## src/rtl/alu_pipe.sv

```systemverilog
// alu_pipe: pipelined ALU with valid/ready handshakes on both sides.
//
// Operations: AND, OR, XOR, ADD, SUB, SLT, SLTU, SLL, SRL, SRA and an
// iterative shift-add MUL. The MUL is optional and controlled by MUL_EN.
// Non-MUL ops finish in one edge. MUL takes WIDTH edges.
// The result stays registered until the consumer takes it.
//
// Parameters:
//   WIDTH   operand/result width (>= 4, power of two)
//   SHW     shift-amount width, derived from WIDTH
//   MUL_EN  1 = MUL opcode legal, 0 = MUL is treated as illegal
//
// Ports:
//   clk        clock, posedge
//   rst        synchronous active-high reset
//   in_valid   operand bundle valid
//   in_ready   block can accept the bundle this cycle
//   a, b       operands; b[SHW-1:0] is the shift amount
//   sel        opcode
//   out_valid  registered result valid
//   out_ready  consumer accepts the result this cycle
//   out        registered result
//   zero, negative, carry, overflow, illegal  registered result flags
//   dbg_state  current FSM state (0 IDLE, 1 BUSY, 2 HOLD), for observation
//
// Handshake: a transfer happens on a posedge where valid and ready are
// both high. This applies to both sides. A producer holding valid keeps
// its data stable until that edge. in_ready may depend combinationally on
// out_ready, so a held result and a new operand can swap on the same edge.
// out_valid and the result fields are pure register outputs.

module alu_pipe #(
  parameter int WIDTH  = 32,
  parameter int SHW    = $clog2(WIDTH),
  parameter bit MUL_EN = 1'b1
) (
  input  logic             clk,
  input  logic             rst,
  input  logic             in_valid,
  output logic             in_ready,
  input  logic [WIDTH-1:0] a,
  input  logic [WIDTH-1:0] b,
  input  logic [3:0]       sel,
  output logic             out_valid,
  input  logic             out_ready,
  output logic [WIDTH-1:0] out,
  output logic             zero,
  output logic             negative,
  output logic             carry,
  output logic             overflow,
  output logic             illegal,
  output logic [1:0]       dbg_state
);

  localparam int MSB = WIDTH - 1;

  localparam logic [3:0] OP_AND  = 4'b0000;
  localparam logic [3:0] OP_OR   = 4'b0001;
  localparam logic [3:0] OP_XOR  = 4'b0010;
  localparam logic [3:0] OP_ADD  = 4'b0011;
  localparam logic [3:0] OP_SUB  = 4'b0100;
  localparam logic [3:0] OP_SLT  = 4'b0101;
  localparam logic [3:0] OP_SLTU = 4'b0110;
  localparam logic [3:0] OP_SLL  = 4'b0111;
  localparam logic [3:0] OP_SRL  = 4'b1000;
  localparam logic [3:0] OP_SRA  = 4'b1001;
  localparam logic [3:0] OP_MUL  = 4'b1010;

  typedef enum logic [1:0] {
    S_IDLE = 2'd0,
    S_BUSY = 2'd1,
    S_HOLD = 2'd2
  } state_t;

  state_t state;

  // Registered outputs
  logic [WIDTH-1:0] out_q;
  logic             zero_q;
  logic             negative_q;
  logic             carry_q;
  logic             overflow_q;
  logic             illegal_q;

  // Iterative multiplier datapath
  logic [WIDTH-1:0] mcand;
  logic [WIDTH-1:0] mplier;
  logic [WIDTH-1:0] acc;
  logic [SHW-1:0]   cnt;
  logic [WIDTH-1:0] acc_next;
  logic             mul_last;

  // Handshake
  logic accept;
  logic is_mul;

  // Single-cycle ALU results
  logic [WIDTH:0]   add_sum;
  logic [WIDTH:0]   sub_sum;
  logic [SHW-1:0]   shamt;
  logic [WIDTH-1:0] alu_res;
  logic             alu_carry;
  logic             alu_ovf;
  logic             alu_ill;
  logic             alu_zero;
  logic             alu_neg;

  // ------------------------------------------------------------------
  // Handshake logic
  // ------------------------------------------------------------------
  // A held result that is being taken this cycle frees the output
  // register. A new bundle can then be accepted on the same edge.
  assign in_ready  = (state == S_IDLE) || ((state == S_HOLD) && out_ready);
  assign accept    = in_valid && in_ready;
  assign out_valid = (state == S_HOLD);
  assign dbg_state = state;

  // With MUL_EN=0 the MUL opcode goes down the single-cycle path.
  // There it is flagged illegal like any other undefined code.
  assign is_mul = MUL_EN && (sel == OP_MUL);

  // ------------------------------------------------------------------
  // Single-cycle ALU
  // ------------------------------------------------------------------
  assign add_sum = {1'b0, a} + {1'b0, b};
  // The carry-out of a + ~b + 1 is the unsigned "no borrow" (a >= b) flag.
  assign sub_sum = {1'b0, a} + {1'b0, ~b} + {{WIDTH{1'b0}}, 1'b1};
  assign shamt   = b[SHW-1:0];

  always_comb begin
    alu_res   = '0;
    alu_carry = 1'b0;
    alu_ovf   = 1'b0;
    alu_ill   = 1'b0;
    case (sel)
      OP_AND:  alu_res = a & b;
      OP_OR:   alu_res = a | b;
      OP_XOR:  alu_res = a ^ b;
      OP_ADD: begin
        alu_res   = add_sum[WIDTH-1:0];
        alu_carry = add_sum[WIDTH];
        alu_ovf   = (a[MSB] == b[MSB]) && (add_sum[MSB] != a[MSB]);
      end
      OP_SUB: begin
        alu_res   = sub_sum[WIDTH-1:0];
        alu_carry = sub_sum[WIDTH];
        alu_ovf   = (a[MSB] != b[MSB]) && (sub_sum[MSB] != a[MSB]);
      end
      OP_SLT:  alu_res = {{(WIDTH-1){1'b0}}, ($signed(a) < $signed(b))};
      OP_SLTU: alu_res = {{(WIDTH-1){1'b0}}, (a < b)};
      OP_SLL:  alu_res = a << shamt;
      OP_SRL:  alu_res = a >> shamt;
      OP_SRA:  alu_res = $unsigned($signed(a) >>> shamt);
      // When MUL is enabled it is handled by the BUSY path, and this
      // result is never registered.
      OP_MUL:  alu_ill = !MUL_EN;
      default: alu_ill = 1'b1;
    endcase
  end

  // An illegal op leaves alu_res at zero, so zero=1 and negative=0 follow.
  assign alu_zero = (alu_res == '0);
  assign alu_neg  = alu_res[MSB];

  // ------------------------------------------------------------------
  // Multiplier step
  // ------------------------------------------------------------------
  assign acc_next = acc + (mplier[0] ? mcand : '0);
  assign mul_last = (cnt == {SHW{1'b1}});

  // ------------------------------------------------------------------
  // FSM and result registers
  // ------------------------------------------------------------------
  always_ff @(posedge clk) begin
    if (rst) begin
      state      <= S_IDLE;
      out_q      <= '0;
      zero_q     <= 1'b0;
      negative_q <= 1'b0;
      carry_q    <= 1'b0;
      overflow_q <= 1'b0;
      illegal_q  <= 1'b0;
      mcand      <= '0;
      mplier     <= '0;
      acc        <= '0;
      cnt        <= '0;
    end else begin
      case (state)
        S_IDLE, S_HOLD: begin
          if (accept) begin
            if (is_mul) begin
              mcand  <= a;
              mplier <= b;
              acc    <= '0;
              cnt    <= '0;
              state  <= S_BUSY;
            end else begin
              out_q      <= alu_res;
              zero_q     <= alu_zero;
              negative_q <= alu_neg;
              carry_q    <= alu_carry;
              overflow_q <= alu_ovf;
              illegal_q  <= alu_ill;
              state      <= S_HOLD;
            end
          end else if ((state == S_HOLD) && out_ready) begin
            // Result taken and nothing new arrived.
            state <= S_IDLE;
          end
        end

        S_BUSY: begin
          acc    <= acc_next;
          mcand  <= mcand << 1;
          mplier <= mplier >> 1;
          cnt    <= cnt + {{(SHW-1){1'b0}}, 1'b1};
          if (mul_last) begin
            // The WIDTH-th step folds in the last partial product.
            // acc_next is the final low-half product.
            out_q      <= acc_next;
            zero_q     <= (acc_next == '0);
            negative_q <= acc_next[MSB];
            carry_q    <= 1'b0;
            overflow_q <= 1'b0;
            illegal_q  <= 1'b0;
            state      <= S_HOLD;
          end
        end

        default: state <= S_IDLE;
      endcase
    end
  end

  assign out      = out_q;
  assign zero     = zero_q;
  assign negative = negative_q;
  assign carry    = carry_q;
  assign overflow = overflow_q;
  assign illegal  = illegal_q;

endmodule

```

## config.mk

```make
export PLATFORM = sky130hd
export DESIGN_NAME = alu_pipe
export DESIGN_NICKNAME = d
export VERILOG_FILES = /design/src/rtl/alu_pipe.sv
export SDC_FILE = /design/constraint.sdc
export NUM_CORES = 1
export LEC_CHECK = 0
export BUFFER_PORTS_ARGS = -buffer_cell sky130_fd_sc_hd__buf_4
export CAP_MARGIN = 0
export CORE_UTILIZATION = 51
export CTS_CLUSTER_DIAMETER = 30
export DETAILED_ROUTE_END_ITERATION = 12
export PLACE_DENSITY = 0.81
export SLEW_MARGIN = 25
export SYNTH_ARGS = -nofsm -noshare
export SYNTH_HDL_FRONTEND = slang
export SYNTH_SLANG_ARGS = --single-unit
```

## constraint.sdc

```tcl
create_clock -name clk -period 5.7 [get_ports clk]
set_clock_uncertainty 0.2 [all_clocks]
set_input_delay 0.57 -clock clk [delete_from_list [all_inputs] [get_ports clk]]
set_output_delay 0.57 -clock clk [all_outputs]
set_load 0.005 [all_outputs]
```

# --- After elaboration in Yosys (flattened, before gate mapping) ---
# Cells that the tools add are included.
totals:
  word_cells: 106
  out_inout_bits: 41
  regBits: 140
  inputBits: 72
classes:
  eq_ne: 22
  n_mux: 44
  bitwise_logic: 4
  n_reduce_logical: 15
  shifts: 3
  addsub: 5
  n_lt_le_gt_ge: 2
op_table:
  columns: ["cell", "count"]
  rows:
  - ["$mux 32", 10]
  - ["$pmux 32 s10", 1]
  - ["$pmux 32 s2", 4]
  - ["$add 32x32->33", 2]
  - ["$logic_not 32->1", 2]
  - ["$lt 32x32->1", 2]
  - ["$add 33x1->33 const B", 1]
  - ["$add 32x32->32", 1]
  - ["$and 32x32->32", 1]
  - ["$not 32->32", 1]
  - ["$or 32x32->32", 1]
  - ["$shl 32x5->32", 1]
  - ["$shr 32x5->32", 1]
  - ["$sshr 32x5->32", 1]
  - ["$xor 32x32->32", 1]
  - ["$eq 4x3->1 const B", 4]
  - ["$mux 1", 14]
  - ["$pmux 1 s2", 7]
  - ["$eq 4x4->1 const B", 3]
  - ["$mux 5", 2]
  - ["$pmux 5 s2", 1]
  - ["$reduce_or 10->1", 1]
  - ["$eq 4x2->1 const B", 2]
  - ["$mux 2", 4]
  - ["other kinds (19)", 27]

# --- Longest topological paths before layout ---
depth:
  depth_word: 9
  ltp_mapped: 18

# --- Worst setup path after synthesis ---
# No wires, ideal clock.
synth_timing:
  path_kind: "input-to-reg"
  from: "in b[1]"
  to: "reg zero_q, in the netlist zero"
  n_path_buf: 4
  cell_stages: 18
  required_ns: 5.412
  t_arrival_ns: 4.347
  slack_ns: 1.065
  path_cell_list: "buf_2 inv_1 buf_2 buf_2 buf_2 fa_1 nand2b_1 a21oi_1 o2111ai_1 a31oi_1 a221oi_1 o41a_1 a221o_1 a21oi_1 and4_1 nor4b_2 nand2_1 a311oi_2"
synth_via:
  elab_chain_len: 8
  elab_cells_between_ends: 17
  cone_classes: "3 x add/sub; 2 x order compare; 3 x shift; 4 x mux; 4 x bitwise; 1 x reduce/logical"
synth_lines:
  columns: ["element", "line_no", "text"]
  rows:
  - ["from (decl)", "42", "input logic [WIDTH-1:0] b,"]
  - ["$not 32->32", "127", "assign sub_sum = {1'b0, a} + {1'b0, ~b} + {{WIDTH{1'b0}}, 1'b1};"]
  - ["$add 32x32->33", "127", null]
  - ["$add 33x1->33", "127", null]
  - ["$pmux 32 s10 *", "135", "case (sel)"]
  - ["$logic_not 32->1 *", "162", "assign alu_zero = (alu_res == '0);"]
  - ["$mux 1 *", "191", "if (is_mul) begin"]
  - ["$mux 1 *", "190", "if (accept) begin"]
  - ["$pmux 1 s2 *", "188", "case (state)"]
  - ["to (signal assigned)", "199", "zero_q <= alu_zero;"]
  - ["to (signal assigned)", "221", "zero_q <= (acc_next == '0);"]
  - ["to (decl)", "79", "logic zero_q;"]
# Mark *: on every way between the ends. The rest lies on a longest branch, timed or not. The select of a mux whose other input is x is not followed.
# A chain may end at the register's enable or synchronous reset.

# --- Worst setup path in the final report ---
layout_timing:
  from: "in b[0]"
  to: "reg zero_q, in the netlist zero"
# Same word-level chain as after synthesis.

==> summary.txt <==
Tot GR Track Use - 47.7%
Die area - 0.0354 mm^2
RSZ-0062 raised after global routing - no
Critical Path Sink Type - flop
CTS tree - yes
Mapped Nets - 2,701
Worst Max-Slew Pin Slew - 1.11 ns
DRT Pass-1 Iters - 6
CP max stage cell - a2111oi_0
CP endpoint - zero$_SDFFE_PP0P_
Detailed-route via count - 21,300
Row count - 67
Final setup vio count - 0
Reg clk slew, reported paths - 0.06 ns
ANT nets after route - 0
FF-to-FF setup slack - 0.86 ns
TritonCTS buffer count - 17
RR Startpoint - mplier[0]$_SDFFE_PP0P_
Die Y - 188 um
Routed length per placed instance - 29.4 um
Synth top area cells - dfxtp_1 (16%), ha_1 (9.4%), nand2_1 (7.4%), a21oi_1 (6.5%), nor2_1 (4.9%)
Worst path required time - 5.85 ns
Yosys cell types - 93
Max IR drop VDD - 0.217 mV
1st-iter DRT viols - 3,515
Cell Area, Synth - 0.0177 mm^2
Placed instance area - 0.0188 mm^2
Maximum clock frequency - 0.205 GHz
Synth Flop Type - dfxtp_1
H-tree depth - 4
Via-to-Cell Ratio - 7.23
Post-synthesis sequential area ratio - 15.7%
WHS - 0.222 ns
Fin crit period - 4.87 ns
Slew Viols, Final - 0
WS Path Type - in2reg
CP Launch Point - b[0]
Pwr/cell area - 186 mW/mm^2
Status - completed
Leak pwr - 8.13 nW
Post-CTS Resized - 0
Startpoint Class - primary input
GRT Max-Usage Layer - met2
GPL Wtd Cong - 1.09
Final Cell Area - 0.0194 mm^2
R2R cell count - 15
HPWL after DPL - 65.6 mm
Final nets - 2,697
CP max stage delay - 0.56 ns
Post-synth EDFFs - 0
Layout Cells excl Fill - 2,952
IO Count - 113
Worst Path Max Fanout - 22
Clk buf depth - 2
Delay-heaviest family, CP - compound AO/OA/AOI/OAI gates
Global routing usage on met2 - 71.4%
DIE WIDTH - 188 um
# hold bufs at CTS - 0
# Post-CTS Setup Buffers - 0
Crit path buf inv count - 4
Syn. warnings - 0
Synth Area per Inst - 7.09 um^2
Max-cap violations - 0
Async set-reset flop share out of synthesis - 0%
First-pass GRT wire length - 128 mm
Crit path cell chain - buf_4 -> ha_1 -> inv_1 -> fa_1 -> nand2b_1 -> a21oi_1 -> o2111ai_1 -> a31oi_1 -> buf_4 -> a311oi_1 -> a2111oi_0 -> a41oi_1 -> a2111oi_0 -> buf_4 -> nand4_1 -> nor4b_2 -> nand2_1 -> a311oi_2
Worst path depth - 18
Placed Cells incl. Taps - 2,918
Crit share post-route - 85.4%
Synthesized flop and latch total - 139
WP data arrival - 5.02 ns
Slew HR - 25.3%
Vias in the first global route - 19,900
Layout cell share with drive strength beyond 1 - 11.7%
Crit path top cell by count - buf_4
Initial antenna violation count - 6
Largest net degree at the start of global routing - 97
PortBufs - 112
Global route overflow - 0
Worst hold path type - in2reg
Synth top area share - 15.7%
Met1 Use GR - 62.2%
CTS root buf - clkbuf_16
Met3 Track Usage GR - 12.8%
Final Hold Fails - 0
Post-Syn Instances - 2,493
Area growth syn-to-layout - 9.45%
Clk sink count - 139
DRC viols - 0
Final WL - 86.8 mm
FF-to-FF End - zero$_SDFFE_PP0P_
Clk_lat worst skew - 0.44 ns
Setup tns final - 0 ns
Core area - 0.0338 mm^2
Initial core utilization - 52.3%
Dominant cell type by area after synthesis - dfxtp_1
flip-flops by register name, indices dropped and copies added (netlist names):
register and flops:
acc 32, carry 1, cnt 5, dbg_state 2, illegal 1, mcand 32
mplier 32, out 32, overflow 1, zero 1
power by group:
group / leakage [nW] / total (mW) / switching (mW) / internal (mW)
sequential: 1.13 / 1.03 / 0.0260 / 1.01
combinational: 6.71 / 1.42 / 0.951 / 0.472
clock: 0.287 / 1.15 / 0.481 / 0.672
total: 8.13 / 3.61 / 1.46 / 2.15
cells in the mapped netlist, drive strengths merged, types with 19 or more instances:
cell and instances:
xnor2 30, and2 47, mux4 32, nand4 22
buf 56, o211ai 34, nand2b 27, o22ai 41
a22oi 19, nor4 22, ha 133, a21o 37
nand3 72, a31oi 35, clkbuf 147, a21oi 232
inv 130, nor2 232, a311oi 71, a211oi 29
nor3 37, mux2 26, nor2b 25, mux2i 74
dfxtp 139, nand2 347, o21ai 112
cells by family after synthesis:
| family | after synthesis | share of synthesized area, % |
|---|---|---|
| adders and majority gates | 136 | 9.75 |
| and+or+nand+nor | 908 | 23.7 |
| xor gates and xnor gates | 42 | 2.08 |
| buffers and inverters | 334 | 7.79 |
| DFF | 139 | 15.7 |
| AOI/OAI and AO/OA | 802 | 30.7 |
| muxes | 132 | 10.2 |
area by class of cell:
type                            instances  area (um^2)
Sequential cell                       139         2780
Multi-Input combinational cell       2020        13600
Tap cell                              448          561
Clock inverter                         12          138
Antenna cell                            2         5.00
Inverter                              131          492
Timing Repair Buffer                  180         1360
Fill cell                            3192        14400
Clock buffer                           20          457
per-layer routing:
layer | vias up | part of all wire, %
met4 | 4 | 6.4
met3 | 370 | 13
met1 | 10100 | 39
li1 | 9155 | -
met5 | - | 0.036
met2 | 1724 | 42
cells in the final DEF (no fill, tap or decap), types with 41 or more instances in the layout:
cell,n
a21oi_1,230
inv_1,129
ha_1,133
o21ai_0,110
o22ai_1,41
buf_4,179
nor2_1,231
dfxtp_1,139
nand2_1,347
nand3_1,72
a311oi_1,70
and2_1,46
mux2i_1,73
worst min-delay path: cells and delay by family:
family                 cells  cell delay [ns]
buffers and inverters      1             0.13
AND/OR/NAND/NOR            1             0.05
AO/OA/AOI/OAI              1             0.05
metrics by stage:
stage | power, mW | setup WS [ns] | util (%)
2_1_floorplan | 1.86 | 1.06 | -
3_3_place_gp | 2.39 | 0.659 | 55.5
3_5_place_dp | 2.39 | 0.504 | 55.5
4_1_cts | 3.51 | 0.917 | 57.3
5_1_grt | 3.69 | 0.601 | 57.3
6_report | 3.61 | 0.833 | 57.3
worst min path at each step:
stage	from	to	slack, ns	depth (start not counted)
CTS	b[31]	mplier[31]$_SDFFE_PP0P_	0.23	3
detailed placement	out[30]$_SDFFE_PP0P_	out[30]$_SDFFE_PP0P_	0.25	2
global route	b[30]	mplier[30]$_SDFFE_PP0P_	0.26	3
floorplan	acc[24]$_SDFFE_PP0P_	acc[24]$_SDFFE_PP0P_	0.24	2
global placement	out[27]$_SDFFE_PP0P_	out[27]$_SDFFE_PP0P_	0.24	2
finish	b[31]	mplier[31]$_SDFFE_PP0P_	0.22	3
(Power assumes the default switching activity.)
